[config.mk]
export PLATFORM = sky130hd
export DESIGN_NAME = reg_loader
export DESIGN_NICKNAME = d
export VERILOG_FILES = /design/src/rtl/reg_loader_pkg.sv /design/src/rtl/reg_loader.sv
export SDC_FILE = /design/constraint.sdc
export NUM_CORES = 1
export LEC_CHECK = 0
export CAP_MARGIN = 5
export CORE_UTILIZATION = 45
export CTS_CLUSTER_DIAMETER = 80
export CTS_CLUSTER_SIZE = 25
export DETAILED_ROUTE_END_ITERATION = 8
export PLACE_DENSITY = 0.85
export SYNTH_ARGS = -nofsm -noshare
export SYNTH_HDL_FRONTEND = slang
export SYNTH_SLANG_ARGS = --single-unit
[constraint.sdc]
create_clock -name clk -period 5.1 [get_ports clk]
set_input_delay 1.53 -clock clk [delete_from_list [all_inputs] [get_ports clk]]
set_output_delay 1.53 -clock clk [all_outputs]
set_load 0.01 [all_outputs]
[src/rtl/reg_loader_pkg.sv]
// reg_loader_pkg: shared state type and index constants for reg_loader.
// The CHECK state exists only when REG_LOADER_CHECK_EN is defined.
package reg_loader_pkg;
    localparam int XLEN_DEF  = 64;
    localparam int REG_IDX_W = 5;
    localparam int LAST_IDX  = 31;
    typedef enum logic [1:0] {
        S_IDLE  = 2'd0,
        S_LOAD  = 2'd1,
`ifdef REG_LOADER_CHECK_EN
        S_CHECK = 2'd2,
`endif
        S_DONE  = 2'd3
    } state_t;
endpackage

[src/rtl/reg_loader.sv]
// reg_loader: streams one beat per register x1..x31 into a register file.
// Optional XOR readback verify of the loaded values under REG_LOADER_CHECK_EN.
module reg_loader
    import reg_loader_pkg::*;
#(
    parameter int XLEN  = XLEN_DEF,
    parameter int NREGS = 32
) (
    input  logic                 clk,
    input  logic                 rst_n,
    input  logic                 start,
    output logic                 busy,
    output logic                 done,
    input  logic                 in_valid,
    output logic                 in_ready,
    input  logic [XLEN-1:0]      in_data,
    output logic                 wen,
    output logic [REG_IDX_W-1:0] waddr,
    output logic [XLEN-1:0]      wdata
`ifdef REG_LOADER_CHECK_EN
    ,
    output logic [REG_IDX_W-1:0] raddr,
    input  logic [XLEN-1:0]      rdata,
    output logic                 mismatch
`endif
);
    localparam logic [REG_IDX_W-1:0] LAST = REG_IDX_W'(NREGS - 1);
`ifdef REG_LOADER_CHECK_EN
    localparam state_t AFTER_LOAD = S_CHECK;
`else
    localparam state_t AFTER_LOAD = S_DONE;
`endif
    state_t               state, state_nx;
    logic [REG_IDX_W-1:0] idx;
    logic                 beat, in_check, wen_q;
    logic [REG_IDX_W-1:0] waddr_q;
    logic [XLEN-1:0]      wdata_q;

`ifdef REG_LOADER_CHECK_EN
    assign in_check = state == S_CHECK;
`else
    assign in_check = 1'b0;
`endif

    always_ff @(posedge clk) begin
        if (!rst_n) state <= S_IDLE;
        else        state <= state_nx;
    end

    always_comb begin
        state_nx = state;
        in_ready = rst_n && state == S_LOAD;
        busy     = rst_n && (state == S_LOAD || in_check);
        done     = rst_n && state == S_DONE;
        beat     = in_valid && in_ready;
        case (state)
            S_IDLE:  state_nx = start ? S_LOAD : S_IDLE;
            S_LOAD:  state_nx = (beat && idx == LAST) ? AFTER_LOAD : S_LOAD;
`ifdef REG_LOADER_CHECK_EN
            S_CHECK: state_nx = (idx == LAST) ? S_DONE : S_CHECK;
`endif
            S_DONE:  state_nx = S_IDLE;
            default: state_nx = S_IDLE;
        endcase
    end

    // idx walks 1..LAST during LOAD, then again during the CHECK sweep
    always_ff @(posedge clk) begin
        if (!rst_n) begin
            idx     <= REG_IDX_W'(1);
            wen_q   <= 1'b0;
            waddr_q <= '0;
            wdata_q <= '0;
        end else begin
            wen_q <= beat;
            if (beat) begin
                waddr_q <= idx;
                wdata_q <= in_data;
            end
            if (state == S_IDLE && start) idx <= REG_IDX_W'(1);
            else if (beat || in_check)    idx <= (idx == LAST) ? REG_IDX_W'(1) : idx + 1'b1;
        end
    end

    assign wen   = rst_n && wen_q;
    assign waddr = rst_n ? waddr_q : '0;
    assign wdata = rst_n ? wdata_q : '0;

`ifdef REG_LOADER_CHECK_EN
    logic [XLEN-1:0] load_sum, read_sum;
    logic            mis_q;

    always_ff @(posedge clk) begin
        if (!rst_n || (state == S_IDLE && start)) begin
            load_sum <= '0;
            read_sum <= '0;
            mis_q    <= 1'b0;
        end else begin
            if (beat) load_sum <= load_sum ^ in_data;
            if (in_check) begin
                read_sum <= read_sum ^ rdata;
                if (idx == LAST) mis_q <= load_sum != (read_sum ^ rdata);
            end
        end
    end

    assign raddr    = (rst_n && in_check) ? idx : '0;
    assign mismatch = rst_n && mis_q;
`endif
endmodule

# Yosys cells after proc, flatten, opt, wreduce, memory -nomap -nowiden
# Index checks and enable logic that the tools add are counted.
[word_totals]
reg_bits = 77
wordCells = 24
[classes]
addsub = 1
eq_ne = 3
muxes = 6
n_bitwise = 1
reduce_logical = 8
[op_table]
columns = ["operator", "count"]
rows = [
  ["$mux 64", 1],
  ["$mux 5", 2],
  ["$logic_and 1x1->1", 6],
  ["$add 5x1->5 const B", 1],
  ["$eq 5x5->1 const B", 1],
  ["$pmux 2 s2", 1],
  ["$eq 2x1->1 const B", 1],
  ["$eq 2x2->1 const B", 1],
  ["$logic_not 2->1", 1],
  ["$mux 2", 1],
  ["$reduce_or 2->1", 1],
  ["$mux 1", 1],
  ["$not 1->1", 1],
]

# Logic depth before layout (Yosys ltp)
# Gate-level depths: netlist of run 1.
[depth]
ltp_word = 6
depth_mapped = 6

# Least setup slack after synthesis of run 1
# Ideal clock, no wire load.
[synth_timing]
path_kind = "in2out"
startpoint = "input port rst_n"
endpoint = "output port in_ready"
arrival_ns = 2.548
required_ns = 3.570
path_slack_ns = 1.022
path_stages = 5
path_cell_list = "buf_2 -> inv_2 -> clkbuf_1 -> nor3b_1 -> buf_4"
[synth_between]
elab_chain_cells = 1
[synth_rtl]
columns = ["element", "line", "source"]
rows = [
  ["start: declaration", "reg_loader.sv:10", "input logic rst_n,"],
  ["$logic_and 1x1->1", "--", ""],
  ["end: declaration", "reg_loader.sv:15", "output logic in_ready,"],
]
# Every way passes these cells.

# Worst setup path in the final report of run 1
[layout_timing]
startpoint = "input port rst_n"
endpoint = "output port wdata[39]"
[layout_between]
elab_chain_cells = 1
[layout_rtl]
columns = ["element", "line", "source"]
rows = [
  ["$mux 64", "reg_loader.sv:87", "assign wdata = rst_n ? wdata_q : '0;"],
  ["end: declaration", "reg_loader.sv:19", "output logic [XLEN-1:0] wdata"],
]
# Every way passes these cells.

==> impl_results.html, run 1 <==
<table>
<tr><th>Metric</th><th>Value</th></tr>
<tr><th colspan="2">Routing</th></tr>
<tr><td>DR vias</td><td>3080</td></tr>
<tr><td>Routed vias/inst</td><td>4.78</td></tr>
<tr><td>Iteration-0 DRC Markers</td><td>between 100 and 150</td></tr>
<tr><td>Post-route antenna net violation count</td><td>0</td></tr>
<tr><td>Total detailed-routing wirelength</td><td>7920 um</td></tr>
<tr><td>Number of optimization iterations in the first detailed-route pass</td><td>4</td></tr>
<tr><td>DRC errors left</td><td>0</td></tr>
<tr><td>WL per Instance</td><td>approximately 12 um</td></tr>
<tr><th colspan="2">Timing</th></tr>
<tr><td>Clock skew after layout</td><td>around 0.0065 ns</td></tr>
<tr><td>Final hold violation count</td><td>0</td></tr>
<tr><td>Transition at the pin with the smallest max-transition slack</td><td>0.696 ns</td></tr>
<tr><td>Final count of negative-setup-slack endpoints</td><td>0</td></tr>
<tr><td>Ratio of final minimum period to clock period</td><td>0.867</td></tr>
<tr><td>Period minus WS final</td><td>around 4.4 ns</td></tr>
<tr><td>Worst Slack Setup Final</td><td>0.678 ns</td></tr>
<tr><td>Achievable clock frequency</td><td>between 200 and 250 MHz</td></tr>
<tr><td>Number of max-slew violations in the final report</td><td>0</td></tr>
<tr><td>Worst slew slack as a fraction of its limit</td><td>0.536</td></tr>
<tr><td>Total negative slack for setup checks</td><td>0 ns</td></tr>
<tr><td>Min Hold Slack</td><td>0.450 ns</td></tr>
<tr><td>RSZ-0062 raised after global routing</td><td>no</td></tr>
<tr><th colspan="2">Synthesis</th></tr>
<tr><td>Synth Net Count</td><td>around 490</td></tr>
<tr><td>Avg Inst Size Synth</td><td>7.64 um^2</td></tr>
<tr><td>Number of cells produced by synthesis</td><td>about 420</td></tr>
<tr><td>Proportion of synthesized area in mux cells</td><td>0</td></tr>
<tr><td>Xor/xnor cell area share of the yosys netlist</td><td>0</td></tr>
<tr><td>Area fraction in compound gates after synthesis</td><td>0.120</td></tr>
<tr><td>Post-Synthesis Cell Area</td><td>0.00320 mm^2</td></tr>
<tr><td>Flip-flop and latch count after synthesis</td><td>between 70 and 80</td></tr>
<tr><td>Adder and majority cell fraction of the synthesized area</td><td>0.0117</td></tr>
<tr><td>Simple-gate area share of the yosys netlist</td><td>0.340</td></tr>
<tr><td>Count of unique library cells instantiated by Yosys</td><td>21</td></tr>
<tr><td>Share of the yosys chip area belonging to registers</td><td>0.482</td></tr>
<tr><td>Main combinational cell family by area after synthesis</td><td>simple AND/OR/NAND/NOR gates</td></tr>
<tr><td>Ys Warns</td><td>0</td></tr>
<tr><th colspan="2">Power</th></tr>
<tr><td>Power share of the sequential group</td><td>0.493</td></tr>
<tr><td>Clk pwr share</td><td>0.401</td></tr>
<tr><td>Static leakage</td><td>1.76 nW</td></tr>
<tr><td>Logic pwr share</td><td>0.105</td></tr>
<tr><td>Power per cell area</td><td>261 mW/mm^2</td></tr>
<tr><td>Power, Total</td><td>1.26 mW</td></tr>
<tr><td>Fraction of power spent switching nets</td><td>0.212</td></tr>
<tr><td>Peak supply drop</td><td>150 uV</td></tr>
<tr><td>Internal power component</td><td>~1 mW</td></tr>
<tr><td>Reported net switching power</td><td>0.268 mW</td></tr>
<tr><th colspan="2">Job</th></tr>
<tr><td>Number of max-cap violations</td><td>0</td></tr>
<tr><th colspan="2">Clock network</th></tr>
<tr><td>Clock tree root buffer cell</td><td>sky130_fd_sc_hd__clkbuf_8</td></tr>
<tr><td>Clock tree from TritonCTS</td><td>done</td></tr>
<tr><td>Cts-stage hold buffer count</td><td>0</td></tr>
<tr><td>Post-CTS setup-driven buffer insertion count</td><td>0</td></tr>
<tr><td>Clock buffers created by TritonCTS</td><td>9</td></tr>
<tr><td>Total of cells resized after clock tree synthesis</td><td>0</td></tr>
<tr><td>Number of buffers on the longest clock path</td><td>2</td></tr>
<tr><td>Clock edge transition at the registers on the reported setup and hold paths</td><td>around 0.07 ns</td></tr>
<tr><td>Count of clock tree sinks</td><td>77</td></tr>
<tr><td>CTS HTree Levels</td><td>3</td></tr>
<tr><td>Later-pin clock latency in the skew report</td><td>0.33 ns</td></tr>
<tr><th colspan="2">Outcome</th></tr>
<tr><td>Result of the run</td><td>finished clean</td></tr>
<tr><th colspan="2">Global routing</th></tr>
<tr><td>Pin count of the biggest net entering global routing</td><td>70</td></tr>
<tr><td>Tot GR Track Use</td><td>0.219</td></tr>
<tr><td>Wire length of the first global-routing pass</td><td>approximately 13000 um</td></tr>
<tr><td>Total global routing overflow</td><td>0</td></tr>
<tr><td>Number of antenna violations at the first check in global routing</td><td>0</td></tr>
<tr><td>Vias in the first global route</td><td>2869</td></tr>
<tr><th colspan="2">Worst setup path</th></tr>
<tr><td>Worst setup EP type</td><td>primary output</td></tr>
<tr><td>Reg2Reg Setup Slack</td><td>~3.0 ns</td></tr>
<tr><td>Reg2Reg Launch Point</td><td>state[0]</td></tr>
<tr><td>Endpoint of the worst register-to-register path</td><td>wdata_q[37]</td></tr>
<tr><td>Startpoint Class</td><td>input pin</td></tr>
<tr><td>Data arrival time of the critical path</td><td>around 2.9 ns</td></tr>
<tr><td>Crit path max fanout</td><td>43</td></tr>
<tr><td>Req. time, crit path</td><td>3.57 ns</td></tr>
<tr><td>Setup CP Type</td><td>input pin to primary output</td></tr>
<tr><td>Cell count of the worst reg-to-reg path</td><td>5</td></tr>
<tr><th colspan="2">Floorplan</th></tr>
<tr><td>Die boundary height</td><td>between 80 and 90 um</td></tr>
<tr><td>Core area</td><td>0.00683 mm^2</td></tr>
<tr><td>Effective utilization at floorplan</td><td>0.468</td></tr>
<tr><td>Area of the die</td><td>0.00744 mm^2</td></tr>
<tr><td>Number of I/O pins</td><td>141</td></tr>
<tr><td>Number of standard-cell rows in the floorplan</td><td>30</td></tr>
<tr><td>Horizontal die dimension</td><td>86.3 um</td></tr>
<tr><th colspan="2">Placed design</th></tr>
<tr><td>DPL Wire Length</td><td>5380 um</td></tr>
<tr><td>Total cell area at the placement stage</td><td>0.00462 mm^2</td></tr>
<tr><td>Worst slack at placement</td><td>0.662 ns</td></tr>
<tr><td>Global placer's final weighted congestion</td><td>roughly 0.77</td></tr>
<tr><td>Number of placed instances with taps included</td><td>approximately 630</td></tr>
<tr><td>PortBufs</td><td>140</td></tr>
<tr><th colspan="2">Finish</th></tr>
<tr><td>Post-layout util</td><td>0.710</td></tr>
<tr><td>Fin nets</td><td>614</td></tr>
<tr><td>Most common cell after layout, fill and taps aside</td><td>sky130_fd_sc_hd__nand2_1</td></tr>
<tr><td>Antenna Cells</td><td>0</td></tr>
<tr><td>Count of placed standard cells in the final layout, fillers left out</td><td>644</td></tr>
<tr><td>Footprint of the multi-input gates</td><td>0.00151 mm^2</td></tr>
<tr><td>Layout Area Growth over Synthesis</td><td>51.7%</td></tr>
<tr><td>Filler Cells Inserted</td><td>about 560</td></tr>
<tr><td>Register area</td><td>0.00154 mm^2</td></tr>
<tr><td>Fraction of layout cells with a size suffix above 1</td><td>0.0438</td></tr>
<tr><td>Post-route cell area</td><td>0.00485 mm^2</td></tr>
<tr><td>Commonest cells after routing, fill and taps aside</td><td>sky130_fd_sc_hd__nand2_1 (144), sky130_fd_sc_hd__clkdlybuf4s50_1 (139), sky130_fd_sc_hd__dfxtp_1 (77)</td></tr>
<tr><th colspan="2">Min path</th></tr>
<tr><td>Min-Delay Endpoint</td><td>wdata_q[54]</td></tr>
<tr><td>Worst hold path depth</td><td>2</td></tr>
<tr><td>Class of the most critical hold timing path</td><td>flip-flop to flip-flop</td></tr>
<tr><td>Worst hold path startpoint</td><td>wdata_q[54]</td></tr>
</table>
## layer usage
layer	vias to the layer above	track usage	share of wire
met5	-	0	0
met4	0	0.0879	0.021
met3	16	0.0371	0.055
met2	110	0.377	0.48
met1	1379	0.274	0.45
li1	1575	-	-
## how the worst max path moves through the flow
stage,startpoint,slack [ns],endpoint,cells after the start
2_1_floorplan,rst_n,1.02,in_ready,5
3_3_place_gp,rst_n,0.69,waddr[2],4
3_5_place_dp,rst_n,0.66,wdata[39],4
4_1_cts,rst_n,0.66,wdata[39],4
5_1_grt,rst_n,0.56,done,4
6_report,rst_n,0.68,wdata[39],4
## layout make-up
| class | count | area share |
|---|---|---|
| repair buffers | 145 | 0.298 |
| well taps | 96 | 0.0248 |
| clock buffers | 13 | 0.0328 |
| flip-flops and latches | 77 | 0.318 |
| multi-input cells | 308 | 0.311 |
| clock inverters | 3 | 0.0139 |
| inverters | 2 | 0.00155 |
## cell families (layout without fill, tap and decap cells)
kind of cell	after synthesis	in the layout
compound gates	76	76
fa+ha+maj	3	3
buf+inv	33	163
flops	77	77
simple gates	229	229
## state kept, by name, summed over array words and instances (netlist names)
signal	count
wdata_q	64
idx	5
waddr_q	5
state	2
wen_q	1
## worst max-delay path, cell delays in order
cell and delay, ns:
sky130_fd_sc_hd__buf_2 0.38, sky130_fd_sc_hd__buf_12 0.25, sky130_fd_sc_hd__and2_1 0.16, sky130_fd_sc_hd__clkdlybuf4s50_1 0.54
## Yosys cell counts
| library cell | number | area (um^2) |
|---|---|---|
| sky130_fd_sc_hd__a211oi_1 | 1 | 7.51 |
| sky130_fd_sc_hd__a21oi_1 | 71 | 355 |
| sky130_fd_sc_hd__and2_1 | 71 | 444 |
| sky130_fd_sc_hd__and3_1 | 2 | 12.5 |
| sky130_fd_sc_hd__buf_2 | 16 | 80.1 |
| sky130_fd_sc_hd__buf_4 | 1 | 7.51 |
| sky130_fd_sc_hd__clkbuf_1 | 14 | 52.6 |
| sky130_fd_sc_hd__dfxtp_1 | 77 | 1540 |
| sky130_fd_sc_hd__ha_1 | 3 | 37.5 |
| sky130_fd_sc_hd__inv_2 | 2 | 7.51 |
| sky130_fd_sc_hd__nand2_1 | 144 | 541 |
| sky130_fd_sc_hd__nand2b_1 | 1 | 6.26 |
| sky130_fd_sc_hd__nand3_1 | 2 | 10.0 |
| sky130_fd_sc_hd__nand4b_4 | 1 | 23.8 |
| sky130_fd_sc_hd__nor2_1 | 3 | 11.3 |
| sky130_fd_sc_hd__nor3_1 | 1 | 5.00 |
| sky130_fd_sc_hd__nor3b_1 | 1 | 7.51 |
| sky130_fd_sc_hd__o21ai_0 | 4 | 20.0 |
| sky130_fd_sc_hd__or3_1 | 1 | 6.26 |
| sky130_fd_sc_hd__or3b_2 | 1 | 8.76 |
| sky130_fd_sc_hd__or4b_1 | 1 | 10.0 |
## power by group through the flow
stage          sequential [mW]  combinational (mW)  clock, mW
2_1_floorplan            0.636              0.0546          0
6_report                 0.624               0.133      0.508
4_1_cts                  0.624               0.134      0.518
3_3_place_gp             0.637               0.132          0
3_5_place_dp             0.638               0.134          0
5_1_grt                  0.626               0.146      0.550
No activity file was read; power rests on OpenSTA's default activity.
==> inputs of run 2 (changes only) <==
--- a/config.mk
+++ b/config.mk
@@ -5,12 +5,13 @@
 export SDC_FILE = /design/constraint.sdc
 export NUM_CORES = 1
 export LEC_CHECK = 0
+export ABC_AREA = 1
 export CAP_MARGIN = 5
-export CORE_UTILIZATION = 45
+export CORE_UTILIZATION = 46
 export CTS_CLUSTER_DIAMETER = 80
 export CTS_CLUSTER_SIZE = 25
 export DETAILED_ROUTE_END_ITERATION = 8
-export PLACE_DENSITY = 0.85
+export PLACE_DENSITY = 0.86
 export SYNTH_ARGS = -nofsm -noshare
 export SYNTH_HDL_FRONTEND = slang
 export SYNTH_SLANG_ARGS = --single-unit
==> impl_results.html, run 2 <==
<table>
<tr><th>Metric</th><th>Value</th></tr>
<tr><th colspan="2">Worst setup path</th></tr>
<tr><td>Endpoint of the worst register-to-register path</td><td>idx[0]</td></tr>
<tr><td>Startpoint Class</td><td>input pin</td></tr>
<tr><td>Worst setup EP type</td><td>primary output</td></tr>
<tr><td>Data arrival time of the critical path</td><td>2.79 ns (-0.10 ns)</td></tr>
<tr><td>Setup CP Type</td><td>input pin to primary output</td></tr>
<tr><td>Reg2Reg Launch Point</td><td>state[1]</td></tr>
<tr><td>Cell count of the worst reg-to-reg path</td><td>5 (unchanged)</td></tr>
<tr><td>Crit path max fanout</td><td>65 (+51%)</td></tr>
<tr><td>Reg2Reg Setup Slack</td><td>3.16 ns (+0.21 ns)</td></tr>
<tr><td>Req. time, crit path</td><td>3.57 ns (about the same)</td></tr>
<tr><th colspan="2">Timing</th></tr>
<tr><td>Worst Slack Setup Final</td><td>0.783 ns (+0.106 ns)</td></tr>
<tr><td>Ratio of final minimum period to clock period</td><td>0.846 (-0.0207)</td></tr>
<tr><td>Transition at the pin with the smallest max-transition slack</td><td>1.18 ns (+0.480 ns)</td></tr>
<tr><td>Clock skew after layout</td><td>0.00576 ns (-0.000789 ns)</td></tr>
<tr><td>Achievable clock frequency</td><td>232 MHz (+2.4%)</td></tr>
<tr><td>Number of max-slew violations in the final report</td><td>0 (unchanged)</td></tr>
<tr><td>RSZ-0062 raised after global routing</td><td>no</td></tr>
<tr><td>Total negative slack for setup checks</td><td>0 ns (unchanged)</td></tr>
<tr><td>Final hold violation count</td><td>0 (unchanged)</td></tr>
<tr><td>Final count of negative-setup-slack endpoints</td><td>0 (unchanged)</td></tr>
<tr><td>Period minus WS final</td><td>4.32 ns (-0.106 ns)</td></tr>
<tr><td>Worst slew slack as a fraction of its limit</td><td>0.215 (-0.321)</td></tr>
<tr><th colspan="2">Job</th></tr>
<tr><td>Number of max-cap violations</td><td>0 (unchanged)</td></tr>
<tr><th colspan="2">Floorplan</th></tr>
<tr><td>Horizontal die dimension</td><td>86.9 um (+0.69%)</td></tr>
<tr><td>Area of the die</td><td>0.00755 mm^2 (+1.4%)</td></tr>
<tr><td>Die boundary height</td><td>86.9 um (+0.69%)</td></tr>
<tr><td>Number of standard-cell rows in the floorplan</td><td>30 (unchanged)</td></tr>
<tr><td>Number of I/O pins</td><td>141 (unchanged)</td></tr>
<tr><td>Effective utilization at floorplan</td><td>0.482 (+0.0146)</td></tr>
<tr><td>Core area</td><td>0.00687 mm^2 (+0.55%)</td></tr>
<tr><th colspan="2">Global routing</th></tr>
<tr><td>Number of antenna violations at the first check in global routing</td><td>0 (unchanged)</td></tr>
<tr><td>Wire length of the first global-routing pass</td><td>13000 um (-0.94%)</td></tr>
<tr><td>Total global routing overflow</td><td>0 (unchanged)</td></tr>
<tr><td>Tot GR Track Use</td><td>0.216 (-0.00332)</td></tr>
<tr><td>Vias in the first global route</td><td>3036 (+5.8%)</td></tr>
<tr><td>Pin count of the biggest net entering global routing</td><td>76 (+8.6%)</td></tr>
<tr><th colspan="2">Clock network</th></tr>
<tr><td>Number of buffers on the longest clock path</td><td>2 (unchanged)</td></tr>
<tr><td>Clock edge transition at the registers on the reported setup and hold paths</td><td>0.07 ns (about the same)</td></tr>
<tr><td>Cts-stage hold buffer count</td><td>0 (unchanged)</td></tr>
<tr><td>Clock buffers created by TritonCTS</td><td>9 (unchanged)</td></tr>
<tr><td>Clock tree from TritonCTS</td><td>done</td></tr>
<tr><td>CTS HTree Levels</td><td>3 (unchanged)</td></tr>
<tr><td>Total of cells resized after clock tree synthesis</td><td>0 (unchanged)</td></tr>
<tr><td>Post-CTS setup-driven buffer insertion count</td><td>0 (unchanged)</td></tr>
<tr><td>Clock tree root buffer cell</td><td>sky130_fd_sc_hd__clkbuf_8</td></tr>
<tr><td>Count of clock tree sinks</td><td>77 (unchanged)</td></tr>
<tr><td>Later-pin clock latency in the skew report</td><td>0.33 ns (about the same)</td></tr>
<tr><th colspan="2">Power</th></tr>
<tr><td>Logic pwr share</td><td>0.119 (+0.014)</td></tr>
<tr><td>Internal power component</td><td>0.879 mW (-12%)</td></tr>
<tr><td>Reported net switching power</td><td>0.266 mW (-0.92%)</td></tr>
<tr><td>Fraction of power spent switching nets</td><td>0.232 (+0.0202)</td></tr>
<tr><td>Clk pwr share</td><td>0.335 (-0.066)</td></tr>
<tr><td>Power share of the sequential group</td><td>0.546 (+0.053)</td></tr>
<tr><td>Power per cell area</td><td>236 mW/mm^2 (-9.6%)</td></tr>
<tr><td>Static leakage</td><td>2.27 nW (+29%)</td></tr>
<tr><td>Peak supply drop</td><td>140 uV (-6.7%)</td></tr>
<tr><th colspan="2">Routing</th></tr>
<tr><td>Post-route antenna net violation count</td><td>0 (unchanged)</td></tr>
<tr><td>Number of optimization iterations in the first detailed-route pass</td><td>4 (unchanged)</td></tr>
<tr><td>Iteration-0 DRC Markers</td><td>129 (+16%)</td></tr>
<tr><td>Total detailed-routing wirelength</td><td>8090 um (+2.1%)</td></tr>
<tr><td>WL per Instance</td><td>11.2 um (-8.7%)</td></tr>
<tr><td>Routed vias/inst</td><td>4.63 (-3.1%)</td></tr>
<tr><td>DRC errors left</td><td>0 (unchanged)</td></tr>
<tr><td>DR vias</td><td>3336 (+8.3%)</td></tr>
<tr><th colspan="2">Outcome</th></tr>
<tr><td>Result of the run</td><td>finished clean</td></tr>
<tr><th colspan="2">Finish</th></tr>
<tr><td>Fraction of layout cells with a size suffix above 1</td><td>0.0288 (-0.0149)</td></tr>
<tr><td>Post-layout util</td><td>0.707 (-0.00297)</td></tr>
<tr><td>Fin nets</td><td>691 (+13%)</td></tr>
<tr><td>Flip-flop count of the largest register after layout</td><td>64 (unchanged)</td></tr>
<tr><td>Most common cell after layout, fill and taps aside</td><td>sky130_fd_sc_hd__nand2_1</td></tr>
<tr><td>Reg with most FFs</td><td>wdata_q</td></tr>
<tr><td>Antenna Cells</td><td>0 (unchanged)</td></tr>
<tr><td>Filler Cells Inserted</td><td>595 (+6.1%)</td></tr>
<tr><td>Post-route cell area</td><td>0.00485 mm^2 (+0.13%)</td></tr>
<tr><td>Layout Area Growth over Synthesis</td><td>46.5%</td></tr>
<tr><td>Registers with the most flip-flops</td><td>wdata_q x64, idx x5, waddr_q x5</td></tr>
<tr><td>Commonest cells after routing, fill and taps aside</td><td>sky130_fd_sc_hd__nand2_1 (216), sky130_fd_sc_hd__clkdlybuf4s50_1 (139), sky130_fd_sc_hd__inv_1 (79)</td></tr>
<tr><th colspan="2">Synthesis</th></tr>
<tr><td>Portion of synthesized cell area occupied by the leading cell type</td><td>0.465 (-0.0171)</td></tr>
<tr><td>Share of flip-flops with an asynchronous set or reset after synthesis</td><td>0 (unchanged)</td></tr>
<tr><td>Count of unique library cells instantiated by Yosys</td><td>17 (-19%)</td></tr>
<tr><td>Most numerous cell in the Yosys netlist</td><td>sky130_fd_sc_hd__nand2_1</td></tr>
<tr><td>Share of the yosys chip area belonging to registers</td><td>0.465 (-0.0171)</td></tr>
<tr><td>Ys Warns</td><td>0 (unchanged)</td></tr>
<tr><td>Synth Net Count</td><td>570 (+17%)</td></tr>
<tr><td>Flip-flop and latch count after synthesis</td><td>77 (unchanged)</td></tr>
<tr><td>Avg Inst Size Synth</td><td>6.64 um^2 (-13%)</td></tr>
<tr><td>Number of cells produced by synthesis</td><td>499 (+19%)</td></tr>
<tr><td>Post-Synthesis Cell Area</td><td>0.00331 mm^2 (+3.7%)</td></tr>
<tr><td>Count of flip-flops with a built-in enable after synthesis</td><td>0 (unchanged)</td></tr>
<tr><td>Main synth FF type</td><td>sky130_fd_sc_hd__dfxtp_1</td></tr>
<tr><td>Leading cell types by total area after synthesis</td><td>sky130_fd_sc_hd__dfxtp_1 (47%), sky130_fd_sc_hd__nand2_1 (24%), sky130_fd_sc_hd__a21oi_1 (11%)</td></tr>
<tr><td>Most frequent cells after synthesis</td><td>sky130_fd_sc_hd__nand2_1 (216), sky130_fd_sc_hd__inv_1 (79), sky130_fd_sc_hd__dfxtp_1 (77), sky130_fd_sc_hd__a21oi_1 (70)</td></tr>
<tr><td>Top cell type by total area after synthesis</td><td>sky130_fd_sc_hd__dfxtp_1</td></tr>
<tr><th colspan="2">Placed design</th></tr>
<tr><td>Total cell area at the placement stage</td><td>0.00470 mm^2 (+1.6%)</td></tr>
<tr><td>Worst slack at placement</td><td>0.793 ns (+0.131 ns)</td></tr>
<tr><td>PortBufs</td><td>140 (unchanged)</td></tr>
<tr><td>DPL Wire Length</td><td>5390 um (+0.27%)</td></tr>
<tr><td>Global placer's final weighted congestion</td><td>0.780 (+1.9%)</td></tr>
<tr><th colspan="2">Min path</th></tr>
<tr><td>Worst hold path startpoint</td><td>state[1]</td></tr>
<tr><td>Min-Delay Endpoint</td><td>state[0]</td></tr>
<tr><td>Class of the most critical hold timing path</td><td>flip-flop to flip-flop</td></tr>
<tr><td>Worst hold path depth</td><td>1 (-1)</td></tr>
</table>
-- run 2: changes by cell type in the layout (fill, tap and decap cells not counted), moves of 2 or more --
cell | previous run | this run
sky130_fd_sc_hd__and2_1 | 71 | 0
sky130_fd_sc_hd__and3_1 | 2 | 0
sky130_fd_sc_hd__clkinv_2 | 0 | 2
sky130_fd_sc_hd__inv_1 | 0 | 79
sky130_fd_sc_hd__nand2_1 | 144 | 216
sky130_fd_sc_hd__buf_4 | 4 | 1
sky130_fd_sc_hd__nor2_1 | 3 | 10
sky130_fd_sc_hd__bufinv_16 | 2 | 0
-- run 2: critical path, cell delays in order --
cell,delay (ns)
sky130_fd_sc_hd__buf_2,0.23
sky130_fd_sc_hd__buf_12,0.30
sky130_fd_sc_hd__nand2_1,0.10
sky130_fd_sc_hd__inv_1,0.06
sky130_fd_sc_hd__clkdlybuf4s50_1,0.53
-- run 2: cells by family after synthesis --
kind of cell	share of synthesized area
buffers and inverters	0.143
AO/OA/AOI/OAI	0.114
flip-flops	0.465
AND/OR/NAND/NOR	0.266
adder cells (fa/ha/maj)	0.0113
-- run 2: worst max path at each step --
stage           endpoint  slack (ns)  start  depth (start not counted)
3_3_place_gp   wdata[50]        0.81  rst_n                          5
6_report       wdata[47]        0.78  rst_n                          5
2_1_floorplan  wdata[41]        1.35  rst_n                          5
3_5_place_dp   wdata[13]        0.79  rst_n                          5
4_1_cts        wdata[13]        0.79  rst_n                          5
5_1_grt        wdata[22]        0.67  rst_n                          5
-- run 2: power groups by stage --
stage | sequential (mW) | combinational [mW] | clock, mW
after CTS | 0.625 | 0.137 | 0.393
after global placement | 0.638 | 0.134 | 0
final | 0.625 | 0.136 | 0.384
after global routing | 0.627 | 0.148 | 0.423
after floorplan | 0.636 | 0.0591 | 0
after detailed placement | 0.639 | 0.136 | 0
-- run 2: stage by stage --
stage / hold slack [ns] / std cells / power, mW
after floorplan: 0.419 / 499 / 0.696
after global placement: 0.434 / 705 / 0.772
after detailed placement: 0.448 / 705 / 0.774
after CTS: 0.464 / 720 / 1.15
after global routing: 0.479 / 720 / 1.20
final: 0.456 / 720 / 1.14
-- run 2: layer usage --
metal  wire, um  track usage  up-vias
met2       3840        0.382      113
li1           -            -     1719
met1       3650        0.261     1498
met3        525       0.0445        6
met4         74       0.0697        0
met5          0            0        -
-- run 2: final cells by class --
cell class / instances / area, um^2 / area share
Sequential cell: 77 / 1540 / 0.318
Timing Repair Buffer: 142 / 1420 / 0.293
Multi-Input combinational cell: 309 / 1310 / 0.269
Inverter: 81 / 304 / 0.0626
Clock buffer: 13 / 149 / 0.0307
Tap cell: 96 / 120 / 0.0247
Clock inverter: 2 / 10.0 / 0.00206
==> inputs of run 3 (changes only) <==
--- a/config.mk
+++ b/config.mk
@@ -7,11 +7,11 @@
 export LEC_CHECK = 0
 export ABC_AREA = 1
 export CAP_MARGIN = 5
-export CORE_UTILIZATION = 46
+export CORE_UTILIZATION = 42
 export CTS_CLUSTER_DIAMETER = 80
 export CTS_CLUSTER_SIZE = 25
 export DETAILED_ROUTE_END_ITERATION = 8
-export PLACE_DENSITY = 0.86
+export PLACE_DENSITY = 0.79
 export SYNTH_ARGS = -nofsm -noshare
 export SYNTH_HDL_FRONTEND = slang
 export SYNTH_SLANG_ARGS = --single-unit
==> constraint.sdc (replaced) <==
create_clock -name clk -period 4.1 [get_ports clk]
set_input_delay 1.23 -clock clk [delete_from_list [all_inputs] [get_ports clk]]
set_output_delay 1.23 -clock clk [all_outputs]
set_load 0.01 [all_outputs]
==> impl_results.html, run 3 (same netlist as run 2, synthesis figures left out) <==
<table>
<tr><th>Metric</th><th>Value</th></tr>
<tr><th colspan="2">Placed design</th></tr>
<tr><td>Global placer's final weighted congestion</td><td>0.796 (+2.1%)</td></tr>
<tr><td>PortBufs</td><td>140 (unchanged)</td></tr>
<tr><td>DPL Wire Length</td><td>5500 um (+2.0%)</td></tr>
<tr><td>Number of placed instances with taps included</td><td>714 (+1.3%)</td></tr>
<tr><th colspan="2">Routing</th></tr>
<tr><td>DR vias</td><td>3367 (+0.93%)</td></tr>
<tr><td>Routed vias/inst</td><td>4.61 (-0.45%)</td></tr>
<tr><td>Total detailed-routing wirelength</td><td>7980 um (-1.3%)</td></tr>
<tr><td>DRC errors left</td><td>0 (unchanged)</td></tr>
<tr><td>Number of optimization iterations in the first detailed-route pass</td><td>4 (unchanged)</td></tr>
<tr><td>Iteration-0 DRC Markers</td><td>134 (+3.9%)</td></tr>
<tr><td>WL per Instance</td><td>10.9 um (-2.7%)</td></tr>
<tr><td>Post-route antenna net violation count</td><td>0 (unchanged)</td></tr>
<tr><th colspan="2">Worst setup path</th></tr>
<tr><td>Req. time, crit path</td><td>2.87 ns (-0.70 ns)</td></tr>
<tr><td>Worst setup EP type</td><td>primary output</td></tr>
<tr><td>Setup CP Type</td><td>input pin to primary output</td></tr>
<tr><td>Cell with the biggest individual delay on the critical path</td><td>sky130_fd_sc_hd__clkdlybuf4s50_1</td></tr>
<tr><td>Worst Path Buf+Inv</td><td>4 (unchanged)</td></tr>
<tr><td>Crit path max fanout</td><td>30 (-54%)</td></tr>
<tr><td>Critical path, cell by cell</td><td>buf_2 -&gt; buf_4 -&gt; nand2_1 -&gt; inv_1 -&gt; clkdlybuf4s50_1</td></tr>
<tr><td>Startpoint Class</td><td>input pin</td></tr>
<tr><td>CP delay by family, top</td><td>buffers and inverters</td></tr>
<tr><td>Data arrival time of the critical path</td><td>2.59 ns (-0.20 ns)</td></tr>
<tr><td>Largest stage delay, worst path</td><td>0.53 ns (about the same)</td></tr>
<tr><th colspan="2">Power</th></tr>
<tr><td>Power, Total</td><td>1.52 mW (+32%)</td></tr>
<tr><td>Power per cell area</td><td>308 mW/mm^2 (+31%)</td></tr>
<tr><td>Peak supply drop</td><td>164 uV (+17%)</td></tr>
<tr><td>Static leakage</td><td>2.30 nW (+1.4%)</td></tr>
<tr><th colspan="2">Clock network</th></tr>
<tr><td>Cts-stage hold buffer count</td><td>0 (unchanged)</td></tr>
<tr><td>Clock edge transition at the registers on the reported setup and hold paths</td><td>0.07 ns (about the same)</td></tr>
<tr><td>Clock buffers created by TritonCTS</td><td>9 (unchanged)</td></tr>
<tr><td>CTS HTree Levels</td><td>3 (unchanged)</td></tr>
<tr><td>Post-CTS setup-driven buffer insertion count</td><td>0 (unchanged)</td></tr>
<tr><td>Number of buffers on the longest clock path</td><td>2 (unchanged)</td></tr>
<tr><td>Clock tree root buffer cell</td><td>sky130_fd_sc_hd__clkbuf_8</td></tr>
<tr><td>Clock tree from TritonCTS</td><td>done</td></tr>
<tr><td>Later-pin clock latency in the skew report</td><td>0.33 ns (about the same)</td></tr>
<tr><td>Count of clock tree sinks</td><td>77 (unchanged)</td></tr>
<tr><td>Total of cells resized after clock tree synthesis</td><td>0 (unchanged)</td></tr>
<tr><th colspan="2">Timing</th></tr>
<tr><td>Clock skew after layout</td><td>0.00687 ns (+0.00111 ns)</td></tr>
<tr><td>Min Hold Slack</td><td>0.467 ns (+0.0110 ns)</td></tr>
<tr><td>Final hold violation count</td><td>0 (unchanged)</td></tr>
<tr><td>Transition at the pin with the smallest max-transition slack</td><td>1.14 ns (-0.0395 ns)</td></tr>
<tr><td>Final count of negative-setup-slack endpoints</td><td>0 (unchanged)</td></tr>
<tr><td>Worst slew slack as a fraction of its limit</td><td>0.243 (+0.0275)</td></tr>
<tr><td>Total negative slack for setup checks</td><td>0 ns (unchanged)</td></tr>
<tr><td>Period minus WS final</td><td>3.82 ns</td></tr>
<tr><td>Ratio of final minimum period to clock period</td><td>0.932</td></tr>
<tr><td>Achievable clock frequency</td><td>262 MHz</td></tr>
<tr><td>RSZ-0062 raised after global routing</td><td>no</td></tr>
<tr><td>Number of max-slew violations in the final report</td><td>0 (unchanged)</td></tr>
<tr><th colspan="2">Floorplan</th></tr>
<tr><td>Area of the die</td><td>0.00825 mm^2 (+9.3%)</td></tr>
<tr><td>Die boundary height</td><td>90.8 um (+4.5%)</td></tr>
<tr><td>Horizontal die dimension</td><td>90.8 um (+4.5%)</td></tr>
<tr><td>Effective utilization at floorplan</td><td>0.431 (-0.0513)</td></tr>
<tr><td>Number of I/O pins</td><td>141 (unchanged)</td></tr>
<tr><td>Core area</td><td>0.00769 mm^2 (+12%)</td></tr>
<tr><td>Number of standard-cell rows in the floorplan</td><td>32 (+6.7%)</td></tr>
<tr><th colspan="2">Global routing</th></tr>
<tr><td>Wire length of the first global-routing pass</td><td>13500 um (+3.8%)</td></tr>
<tr><td>Number of antenna violations at the first check in global routing</td><td>0 (unchanged)</td></tr>
<tr><td>Pin count of the biggest net entering global routing</td><td>76 (unchanged)</td></tr>
<tr><td>Total global routing overflow</td><td>0 (unchanged)</td></tr>
<tr><td>Tot GR Track Use</td><td>0.198 (-0.0180)</td></tr>
<tr><td>Vias in the first global route</td><td>3176 (+4.6%)</td></tr>
<tr><th colspan="2">Finish</th></tr>
<tr><td>Commonest cells after routing, fill and taps aside</td><td>sky130_fd_sc_hd__nand2_1 (216), sky130_fd_sc_hd__clkdlybuf4s50_1 (139), sky130_fd_sc_hd__inv_1 (79)</td></tr>
<tr><td>Flip-flop count of the largest register after layout</td><td>64 (unchanged)</td></tr>
<tr><td>Fraction of layout cells with a size suffix above 1</td><td>0.0366 (+0.00778)</td></tr>
<tr><td>Register area</td><td>0.00154 mm^2 (unchanged)</td></tr>
<tr><td>Footprint of the multi-input gates</td><td>0.00131 mm^2 (unchanged)</td></tr>
<tr><td>Antenna Cells</td><td>0 (unchanged)</td></tr>
<tr><td>Most common cell after layout, fill and taps aside</td><td>sky130_fd_sc_hd__nand2_1</td></tr>
<tr><td>Registers with the most flip-flops</td><td>wdata_q x64, idx x5, waddr_q x5</td></tr>
<tr><td>Reg with most FFs</td><td>wdata_q</td></tr>
<tr><td>Post-layout util</td><td>0.639 (-0.0673)</td></tr>
<tr><td>Filler Cells Inserted</td><td>696 (+17%)</td></tr>
<tr><td>Layout Area Growth over Synthesis</td><td>48.4%</td></tr>
<tr><td>Count of placed standard cells in the final layout, fillers left out</td><td>730 (+1.4%)</td></tr>
<tr><td>Fin nets</td><td>694 (+0.43%)</td></tr>
<tr><th colspan="2">Outcome</th></tr>
<tr><td>Result of the run</td><td>finished clean</td></tr>
<tr><th colspan="2">Job</th></tr>
<tr><td>Number of max-cap violations</td><td>0 (unchanged)</td></tr>
<tr><th colspan="2">Min path</th></tr>
<tr><td>Class of the most critical hold timing path</td><td>flip-flop to flip-flop</td></tr>
</table>
[run 3: cell count changes in the layout (fill, tap and decap cells not counted)]
cell                        change
sky130_fd_sc_hd__clkinv_4       +1
sky130_fd_sc_hd__clkbuf_8       +1
sky130_fd_sc_hd__clkbuf_1       -1
sky130_fd_sc_hd__clkinv_2       -1
sky130_fd_sc_hd__bufinv_16      +1
sky130_fd_sc_hd__buf_4          +4
sky130_fd_sc_hd__buf_12         -1
[run 3: path summary, 6_finish.rpt]
kind | from | to | slack (ns) | cells past startpoint
setup / recovery | rst_n | wdata[41] | 0.28 | 5
hold / removal | wdata_q[52] | wdata_q[52] | 0.47 | 2
setup reg to reg | state[1] | wdata_q[51] | 2.39 | 6
hold reg to reg | wdata_q[52] | wdata_q[52] | 0.47 | 2
[run 3: area by class of cell]
class / count / area share
clock inverter: 3 / 0.00891
inverter: 81 / 0.0618
multi-input combinational: 309 / 0.266
timing repair buffer: 145 / 0.292
clock buffer: 13 / 0.0323
tap: 102 / 0.0260
sequential: 77 / 0.314
[run 3: power by group]
part           total [mW]  internal, mW  switching [mW]
Combinational       0.168        0.0935          0.0747
Clock               0.571         0.315           0.255
Sequential          0.777         0.767          0.0104
[run 3: tightest hold or removal path: stages, from the launching register on]
cell,delay (ns)
sky130_fd_sc_hd__dfxtp_1,0.31
sky130_fd_sc_hd__nand2_1,0.06
sky130_fd_sc_hd__a21oi_1,0.05
[run 3: stage by stage]
| stage | cell area (um^2) | setup slack (ns) |
|---|---|---|
| finish | 4920 | 0.278 |
| global route | 4920 | 0.188 |
| CTS | 4920 | 0.271 |
| detailed placement | 4710 | 0.273 |
| global placement | 4710 | 0.303 |
| floorplan | 3310 | 0.955 |
[run 3: layer usage]
layer / global-route usage / vias to the layer above / routed length (um)
li1: - / 1730 / -
met1: 0.233 / 1521 / 3610
met2: 0.354 / 109 / 3840
met3: 0.0421 / 7 / 449
met4: 0.0675 / 0 / 76
met5: 0 / - / 0
